`src/rtl/zero_run_arb_pkg.sv`:
```
// ============================================================================
// Module  : zero_run_arb_pkg
// Brief   : Shared state encoding and default sizing for the zero-run arbiter.
// Revision: 1.0 - initial release
// ============================================================================
`default_nettype none

package zero_run_arb_pkg;

  typedef enum logic [1:0] {
    IDLE = 2'd0,
    RUN  = 2'd1,
    DONE = 2'd2
  } arb_state_t;

  localparam int NUM_REQ_DEF   = 4;
  localparam int FRAME_LEN_DEF = 8;
  localparam int RUN_LEN_DEF   = 3;

endpackage

`default_nettype wire

```
`src/rtl/zero_run_counter.sv`:
```
// ============================================================================
// Module  : zero_run_counter
// Brief   : Saturating consecutive-zero counter with a registered active-low hit.
// Revision: 1.0 - initial release
// ============================================================================
`default_nettype none

module zero_run_counter
  import zero_run_arb_pkg::*;
#(
  parameter int RUN_LEN = RUN_LEN_DEF
) (
  input  logic clock_i,
  input  logic reset_i,
  input  logic clear_i,
  input  logic enable_i,
  input  logic bit_i,
  output logic detect_o,
  output logic found_n_o
);

  localparam int ZW = $clog2(RUN_LEN + 1);

  logic [ZW-1:0] zrun_q, zrun_d;
  logic          found_n_q, found_n_d;
  logic          w_detect;

  // Overlapping detection: a saturated count keeps hitting on every further zero.
  assign w_detect = enable_i && !bit_i && ((int'(zrun_q) + 1) >= RUN_LEN);

  always_comb begin
    zrun_d    = zrun_q;
    found_n_d = !w_detect;
    if (clear_i) begin
      zrun_d = '0;
    end else if (enable_i) begin
      if (bit_i) begin
        zrun_d = '0;
      end else if (zrun_q != ZW'(RUN_LEN)) begin
        zrun_d = zrun_q + 1'b1;
      end
    end
  end

  always_ff @(posedge clock_i) begin
    if (reset_i) begin
      zrun_q    <= '0;
      found_n_q <= 1'b1;
    end else begin
      zrun_q    <= zrun_d;
      found_n_q <= found_n_d;
    end
  end

  assign detect_o  = w_detect;
  assign found_n_o = found_n_q;

endmodule

`default_nettype wire

```
`src/rtl/zero_run_stream_arbiter.sv`:
```
// ============================================================================
// Module  : zero_run_stream_arbiter
// Brief   : Round-robin sharing of one zero-run detector across serial streams.
//           Define EARLY_RELEASE_EN to end a frame on its first detection.
// Revision: 1.0 - initial release
// ============================================================================
`default_nettype none

module zero_run_stream_arbiter
  import zero_run_arb_pkg::*;
#(
  parameter int NUM_REQ   = NUM_REQ_DEF,
  parameter int FRAME_LEN = FRAME_LEN_DEF,
  parameter int RUN_LEN   = RUN_LEN_DEF
) (
  input  logic                       clock_i,
  input  logic                       reset_i,
  input  logic [NUM_REQ-1:0]         req_i,
  input  logic [NUM_REQ-1:0]         bit_in_i,
  output logic [NUM_REQ-1:0]         grant_o,
  output logic                       busy_o,
  output logic                       found_N_o,
  output logic [$clog2(NUM_REQ)-1:0] found_id_o,
  output logic                       done_o
);

  localparam int IDW = $clog2(NUM_REQ);
  localparam int FCW = $clog2(FRAME_LEN + 1);

  arb_state_t     state_q, state_d;
  logic [IDW-1:0] rr_ptr_q, rr_ptr_d;
  logic [IDW-1:0] found_id_q, found_id_d;
  logic [FCW-1:0] frame_cnt_q, frame_cnt_d;

  logic           w_pick_valid;
  logic [IDW-1:0] w_pick_idx;
  logic           w_cnt_clear;
  logic           w_cnt_en;
  logic           w_detect;
  logic           w_bit;

  // First set request at or above rr_ptr, wrapping around.
  always_comb begin
    int idx;
    idx          = 0;
    w_pick_valid = 1'b0;
    w_pick_idx   = '0;
    for (int i = 0; i < NUM_REQ; i++) begin
      idx = (int'(rr_ptr_q) + i) % NUM_REQ;
      if (!w_pick_valid && req_i[IDW'(idx)]) begin
        w_pick_valid = 1'b1;
        w_pick_idx   = IDW'(idx);
      end
    end
  end

  always_comb begin
    state_d     = state_q;
    rr_ptr_d    = rr_ptr_q;
    found_id_d  = found_id_q;
    frame_cnt_d = frame_cnt_q;
    w_cnt_clear = 1'b0;
    w_cnt_en    = 1'b0;
    case (state_q)
      IDLE: begin
        w_cnt_clear = 1'b1;
        frame_cnt_d = '0;
        if (w_pick_valid) begin
          state_d    = RUN;
          found_id_d = w_pick_idx;
          rr_ptr_d   = IDW'((int'(w_pick_idx) + 1) % NUM_REQ);
        end
      end
      RUN: begin
        w_cnt_en    = 1'b1;
        frame_cnt_d = frame_cnt_q + 1'b1;
        if (frame_cnt_q == FCW'(FRAME_LEN - 1)) begin
          state_d = DONE;
        end
`ifdef EARLY_RELEASE_EN
        if (w_detect) begin
          state_d = DONE;
        end
`endif
      end
      DONE:    state_d = IDLE;
      default: state_d = IDLE;
    endcase
  end

  always_ff @(posedge clock_i) begin
    if (reset_i) begin
      state_q     <= IDLE;
      rr_ptr_q    <= '0;
      found_id_q  <= '0;
      frame_cnt_q <= '0;
    end else begin
      state_q     <= state_d;
      rr_ptr_q    <= rr_ptr_d;
      found_id_q  <= found_id_d;
      frame_cnt_q <= frame_cnt_d;
    end
  end

  assign w_bit = bit_in_i[found_id_q];

  zero_run_counter #(
    .RUN_LEN (RUN_LEN)
  ) u_counter (
    .clock_i   (clock_i),
    .reset_i   (reset_i),
    .clear_i   (w_cnt_clear),
    .enable_i  (w_cnt_en),
    .bit_i     (w_bit),
    .detect_o  (w_detect),
    .found_n_o (found_N_o)
  );

  for (genvar g = 0; g < NUM_REQ; g++) begin : g_grant
    assign grant_o[g] = (state_q == RUN) && (found_id_q == IDW'(g));
  end

  assign busy_o     = (state_q == RUN);
  assign done_o     = (state_q == DONE);
  assign found_id_o = found_id_q;

endmodule

`default_nettype wire

```
`config.mk`:
```
export PLATFORM = sky130hd
export DESIGN_NAME = zero_run_stream_arbiter
export DESIGN_NICKNAME = d
export VERILOG_FILES = /design/src/rtl/zero_run_arb_pkg.sv /design/src/rtl/zero_run_counter.sv /design/src/rtl/zero_run_stream_arbiter.sv
export SDC_FILE = /design/constraint.sdc
export NUM_CORES = 1
export LEC_CHECK = 0
export ABC_AREA = 1
export CAP_MARGIN = 10
export CORE_ASPECT_RATIO = 1.5
export CORE_MARGIN = 2
export CORE_UTILIZATION = 24
export CTS_BUF_LIST = sky130_fd_sc_hd__clkbuf_8
export DETAILED_ROUTE_END_ITERATION = 8
export SLEW_MARGIN = 40
export SYNTH_ARGS = -nofsm -noshare
export SYNTH_HDL_FRONTEND = slang
export SYNTH_HIERARCHICAL = 1
export SYNTH_SLANG_ARGS = --single-unit
export TNS_END_PERCENT = 30
```
`constraint.sdc`:
```
create_clock -name clock_i -period 1.97 [get_ports clock_i]
set_input_delay 0.197 -clock clock_i [delete_from_list [all_inputs] [get_ports clock_i]]
set_output_delay 0.197 -clock clock_i [all_outputs]
set_load 0.02 [all_outputs]
```
==> impl_metrics.csv, run 1 <==
group,metric,value,unit
yosys,seq_area_frac_synth,0.266,
layout,fin_util,0.328,
grt,grt_pass1_vias,939,
clock_network,ctsHoldBuffers,0,
detailed_routing,drc,0,
yosys,ys_types,30,
detailed_routing,wl,2.16,mm
timing,hold_ws,0.489,ns
critical_path,crit_type,"flip-flop to output port",
placed_design,place_ws,0.265,ns
grt,grt_max_degree,11,
outcome,outcome,"completed",
min_path,hp-class,"flip-flop to flip-flop",
critical_path,crit_buf_inv,3,
grt,grtUsageTotal,0.107,
clock_network,cts_buffers,3,
power_and_ir_drop,sequentialPowerShare,0.224,
die,rows,28,
clock_network,cts_tree,"built",
critical_path,path_max_fanout,7,
yosys,synthesis.area,980,um^2
power_and_ir_drop,power_per_cell_area,1320,nW/um^2
timing,fin_tns_setup,0,ns
critical_path,cp.arrival,1.62,ns
yosys,syn_nets,165,
grt,grt_overflow,0,
critical_path,critical_path.top_delay_family,"buffers and inverters",
power_and_ir_drop,power.internal,0.855,mW
timing,period_share,0.924,
power_and_ir_drop,leakage,0.672,nW
detailed_routing,drtPass1Iterations,4,
die,start_util,0.250,
layout,multi_input_area,618,um^2
power_and_ir_drop,clkPwrFrac,0.143,
yosys,synth_top_area_frac,0.266,
power_and_ir_drop,pwr-share-comb,0.633,
layout,nets,190,
placed_design,dp_hpwl,1.74,mm
timing,hold_viol_final,0,
layout,drive_above_1_share,0.177,
clock_network,clockRootBuffer,"clkbuf_8",
die,die_h,82.3,um
critical_path,critPathMaxStageDelay,0.61,ns
power_and_ir_drop,p_sw,0.842,mW
clock_network,cts.sinks,13,
placed_design,gp_congestion,0.812,
power_and_ir_drop,max-vdd-ir-drop,0.748,mV
die,die_area,4620,um^2
clock_network,clk_latency,0.25,ns
detailed_routing,post_drt_wl_per_cell,9.81,um
layout,n_fill_cell,438,
yosys,synth_cells,151,
job,cap_violations,0,
detailed_routing,vias_per_cell,4.47,
yosys,yosysTopAreaCell,"dfxtp_1",
clock_network,cts_resized,0,
critical_path,endpoint_kind,"output port",
timing,fmaxAchievable,0.550,GHz
timing,setup_ws,0.151,ns
critical_path,crit_slowest_cell,"clkdlybuf4s50_1",
yosys,synth-seq-cells,13,
yosys,syn_area_per_cell,6.49,um^2
timing,max-slew-margin-rel,0.829,
timing,final-setup-viol-count,0,
timing,worst-slew-pin-transition,0.256,ns
placed_design,port_buffers,18,
critical_path,crit_chain,"inv_1, nand2_1, inv_1, clkdlybuf4s50_1",
clock_network,cts_post_setup_buffers_inserted,0,
yosys,ys_top_cells_by_area,"dfxtp_1, nand2_1, nand2_2",
clock_network,h-tree-depth,1,
layout,diodes,0,
detailed_routing,vias,984,
die,core,3920,um^2
critical_path,required,1.77,ns
power_and_ir_drop,switching_share,0.496,
placed_design,dpl.cell_count,216,
detailed_routing,ant_nets,0,
timing,min_period,1.82,ns
layout,final_common_cell,"nand2_1",
die,chipWidth,56.2,um
layout,stdcell_count,220,
critical_path,start_kind,"flip-flop",
clock_network,path_clk_slew,0.06,ns
grt,antenna_found_initial,0,
timing,drv_slew,0,
die,ios,19,
critical_path,cp_common_cell,"inv_1",
detailed_routing,drtIter0Drc,15,
layout,layout_common_cells,"nand2_1, inv_1, clkdlybuf4s50_1",
clock_network,clockBufferDepth,2,
grt,grt_pass1_wl,3.93,mm
timing,rsz0062_at_grt,"false",
timing,fin_skew,0.00255,ns
layout,register_area,260,um^2
layout,syn_to_final_growth,31.4,%
yosys,yosysWarningCount,6,
==> Yosys cell counts <==
| cell | n |
|---|---|
| o21ai_2 | 1 |
| clkbuf_1 | 1 |
| nor3_1 | 6 |
| o21ai_1 | 1 |
| buf_6 | 1 |
| nor2_4 | 2 |
| nand3_2 | 1 |
| dfxtp_1 | 13 |
| nor2_8 | 1 |
| inv_2 | 2 |
| nand2_2 | 12 |
| inv_1 | 18 |
| nor2b_1 | 1 |
| a211oi_1 | 1 |
| nor2_1 | 12 |
| a211oi_2 | 1 |
| nand2_4 | 1 |
| and3_1 | 1 |
| ha_1 | 4 |
| a21oi_1 | 7 |
| nand3_1 | 13 |
| nand2_1 | 43 |
| o21a_1 | 1 |
| a31oi_1 | 1 |
| or2_2 | 1 |
| nor3b_1 | 1 |
| o21ai_0 | 1 |
| nand4_1 | 1 |
| inv_8 | 1 |
| nand3b_1 | 1 |
==> tightest hold or removal path, delay by kind of cell, from the launching register on <==
family / cells / cell delay [ns]
buf+inv: 1 / 0.06
flops: 1 / 0.31
compound gates: 1 / 0.06
==> path summary, 6_finish.rpt <==
check | start | end | slack, ns | cells past startpoint
max reg2reg | rr_ptr_q[0] | found_id_o[0] | 0.43 | 11
min | frame_cnt_q[0] | frame_cnt_q[0] | 0.49 | 2
max | state_q[1] | busy_o | 0.15 | 4
min reg2reg | frame_cnt_q[0] | frame_cnt_q[0] | 0.49 | 2
==> routing by layer <==
layer  track usage  wire [um]
met3       0.00935         63
met1         0.111        897
met4        0.0643         57
met2         0.207       1140
met5             0          0
==> sequential cells by signal (all words and copies together), names as in the netlist <==
signal,cells
u_counter/found_n_o,1
rr_ptr_q,2
u_counter/zrun_q,2
found_id_o,2
state_q,2
frame_cnt_q,4
==> per-stage QoR <==
stage	total power, mW	cell area, um^2
after floorplan	1.20	980
after global placement	1.48	1230
after detailed placement	1.47	1230
after CTS	1.73	1280
after global routing	1.87	1290
final	1.70	1290
==> cell families after synthesis <==
logic type / after synthesis / synth area share
simple gates: 97 / 0.490
buf+inv: 23 / 0.103
compound gates: 14 / 0.0894
flops: 13 / 0.266
fa+ha+maj: 4 / 0.0511
==> power by group through the flow <==
stage,Combinational (mW),Sequential (mW),Clock (mW)
2_1_floorplan,0.807,0.395,0
3_3_place_gp,1.10,0.386,0
3_5_place_dp,1.09,0.386,0
4_1_cts,1.09,0.380,0.253
5_1_grt,1.22,0.389,0.263
6_report,1.07,0.380,0.242
==> cell type report <==
cell class	instances	area share
clock buffers	3	0.0321
clock inverters	1	0.00389
inverters	21	0.0671
multi-input cells	115	0.480
flip-flops and latches	13	0.202
well taps	45	0.0437
repair buffers	22	0.171
Note: power is estimated with default switching activity, not from simulation.
==> run 2, diff against run 1 <==
- CORE_ASPECT_RATIO: 1.5 -> 0.9
==> impl_metrics.csv, run 2 (synthesis results as in run 1) <==
group,metric,value,unit
outcome,outcome,"completed",
layout,fin_util,0.322,
timing,fin_tns_setup,0,ns
timing,final-setup-viol-count,0,
min_path,min_from,"frame_cnt_q[0]",
placed_design,gp_congestion,0.867,
layout,layout_common_cells,"nand2_1, inv_1, clkdlybuf4s50_1",
layout,diodes,0,
grt,grtUsageTotal,0.0922,
timing,period_share,0.908,
die,start_util,0.245,
power_and_ir_drop,max-vdd-ir-drop,0.271,mV
critical_path,regToRegSetupSlack,0.31,ns
critical_path,path_max_fanout,7,
layout,final_common_cell,"nand2_1",
layout,regMostFlops,"frame_cnt_q",
clock_network,clk_latency,0.24,ns
detailed_routing,drtIter0Drc,50,
detailed_routing,wl,1.99,mm
placed_design,place_area,1230,um^2
critical_path,start_kind,"flip-flop",
power_and_ir_drop,leakage,0.667,nW
die,ios,19,
critical_path,endpoint_kind,"output port",
critical_path,cp.arrival,1.59,ns
die,die_area,4610,um^2
layout,n_fill_cell,421,
detailed_routing,vias_per_cell,4.35,
die,rows,22,
die,chipWidth,71.3,um
timing,rsz0062_at_grt,"false",
detailed_routing,post_drt_wl_per_cell,8.95,um
timing,max-slew-margin-rel,0.690,
clock_network,clockBufferDepth,2,
die,die_h,64.6,um
min_path,whs_path_depth,2,
timing,fmaxAchievable,0.559,GHz
layout,drive_above_1_share,0.172,
grt,grt_overflow,0,
critical_path,setup.worst_path.start,"state_q[1]",
power_and_ir_drop,power_per_cell_area,1290,nW/um^2
clock_network,clockRootBuffer,"clkbuf_8",
clock_network,path_clk_slew,0.06,ns
clock_network,cts.sinks,13,
grt,grt_max_degree,11,
detailed_routing,ant_nets,0,
layout,syn_to_final_growth,31.0,%
timing,min_period,1.79,ns
placed_design,port_buffers,18,
grt,antenna_found_initial,0,
clock_network,h-tree-depth,1,
placed_design,dp_hpwl,1.60,mm
grt,grt_pass1_vias,844,
placed_design,place_ws,0.267,ns
grt,grt_pass1_wl,3.51,mm
detailed_routing,vias,966,
timing,setup_ws,0.181,ns
critical_path,timing.rr.start,"rr_ptr_q[0]",
job,cap_violations,0,
clock_network,cts_buffers,3,
critical_path,rr_worst_depth,9,
layout,fin_area,1280,um^2
layout,largest_reg_flops,4,
min_path,hp-class,"flip-flop to flip-flop",
critical_path,crit_type,"flip-flop to output port",
die,core,3990,um^2
critical_path,required,1.77,ns
timing,drv_slew,0,
timing,hold_viol_final,0,
timing,worst-slew-pin-transition,0.464,ns
power_and_ir_drop,finalPower,1.66,mW
clock_network,cts_tree,"built",
layout,nets,189,
min_path,worst_hold_path.endpoint,"frame_cnt_q[0]",
detailed_routing,drc,0,
critical_path,worstReg2RegEnd,"found_id_o[0]",
timing,fin_skew,0.00245,ns
detailed_routing,drtPass1Iterations,4,
run 2: cell count changes in the layout (fill, tap and decap cells not counted), sizes merged:
cell | previous run | this run
buf | 4 | 3
run 2: area by class of cell:
class,instances,area [um^2],area share
clock buffer,3,41.3,0.0322
sequential,13,260,0.203
tap,48,60.1,0.0468
timing repair buffer,21,213,0.166
multi-input combinational,115,618,0.481
clock inverter,1,5.00,0.00390
inverter,21,86.3,0.0673
run 2: stage by stage:
stage / cells / hold slack, ns
after floorplan: 151 / 0.289
after global placement: 218 / 0.483
after detailed placement: 218 / 0.487
after CTS: 222 / 0.496
after global routing: 222 / 0.522
final: 222 / 0.489
run 2: critical path: stages, from the launching register on:
cell and delay, ns:
dfxtp_1 0.33, inv_1 0.11, nand2_1 0.18, inv_1 0.13
clkdlybuf4s50_1 0.61
run 2: worst max-delay path by stage:
stage               slack (ns)            end  cells after the start
floorplan                 0.61  found_id_o[0]                     11
finish                    0.18         busy_o                      4
global route              0.07         busy_o                      4
detailed placement        0.27  found_id_o[0]                     11
global placement          0.27  found_id_o[0]                     11
CTS                       0.09     grant_o[0]                      4
run 2: what timing repair did:
action	4_1_cts	5_1_grt
hold buffers	0	0
buffers inserted	0	0
gates resized for setup	0	4
endpoints found under the setup margin	0	4
run 2: power breakdown:
| part | internal, mW | total (mW) | switching, mW |
|---|---|---|---|
| clock network | 0.140 | 0.238 | 0.0987 |
| logic | 0.385 | 1.00 | 0.619 |
| registers | 0.318 | 0.415 | 0.0968 |
run 2: layer usage:
| metal | wire length (um) | GRT usage | share of wire | vias to the layer above |
|---|---|---|---|---|
| met5 | 0 | 0 | 0 | - |
| met4 | 15 | 0.0307 | 0.0075 | 0 |
| met3 | 44 | 0.0249 | 0.022 | 2 |
| met2 | 947 | 0.150 | 0.48 | 8 |
| met1 | 979 | 0.117 | 0.49 | 432 |
| li1 | - | - | - | 524 |
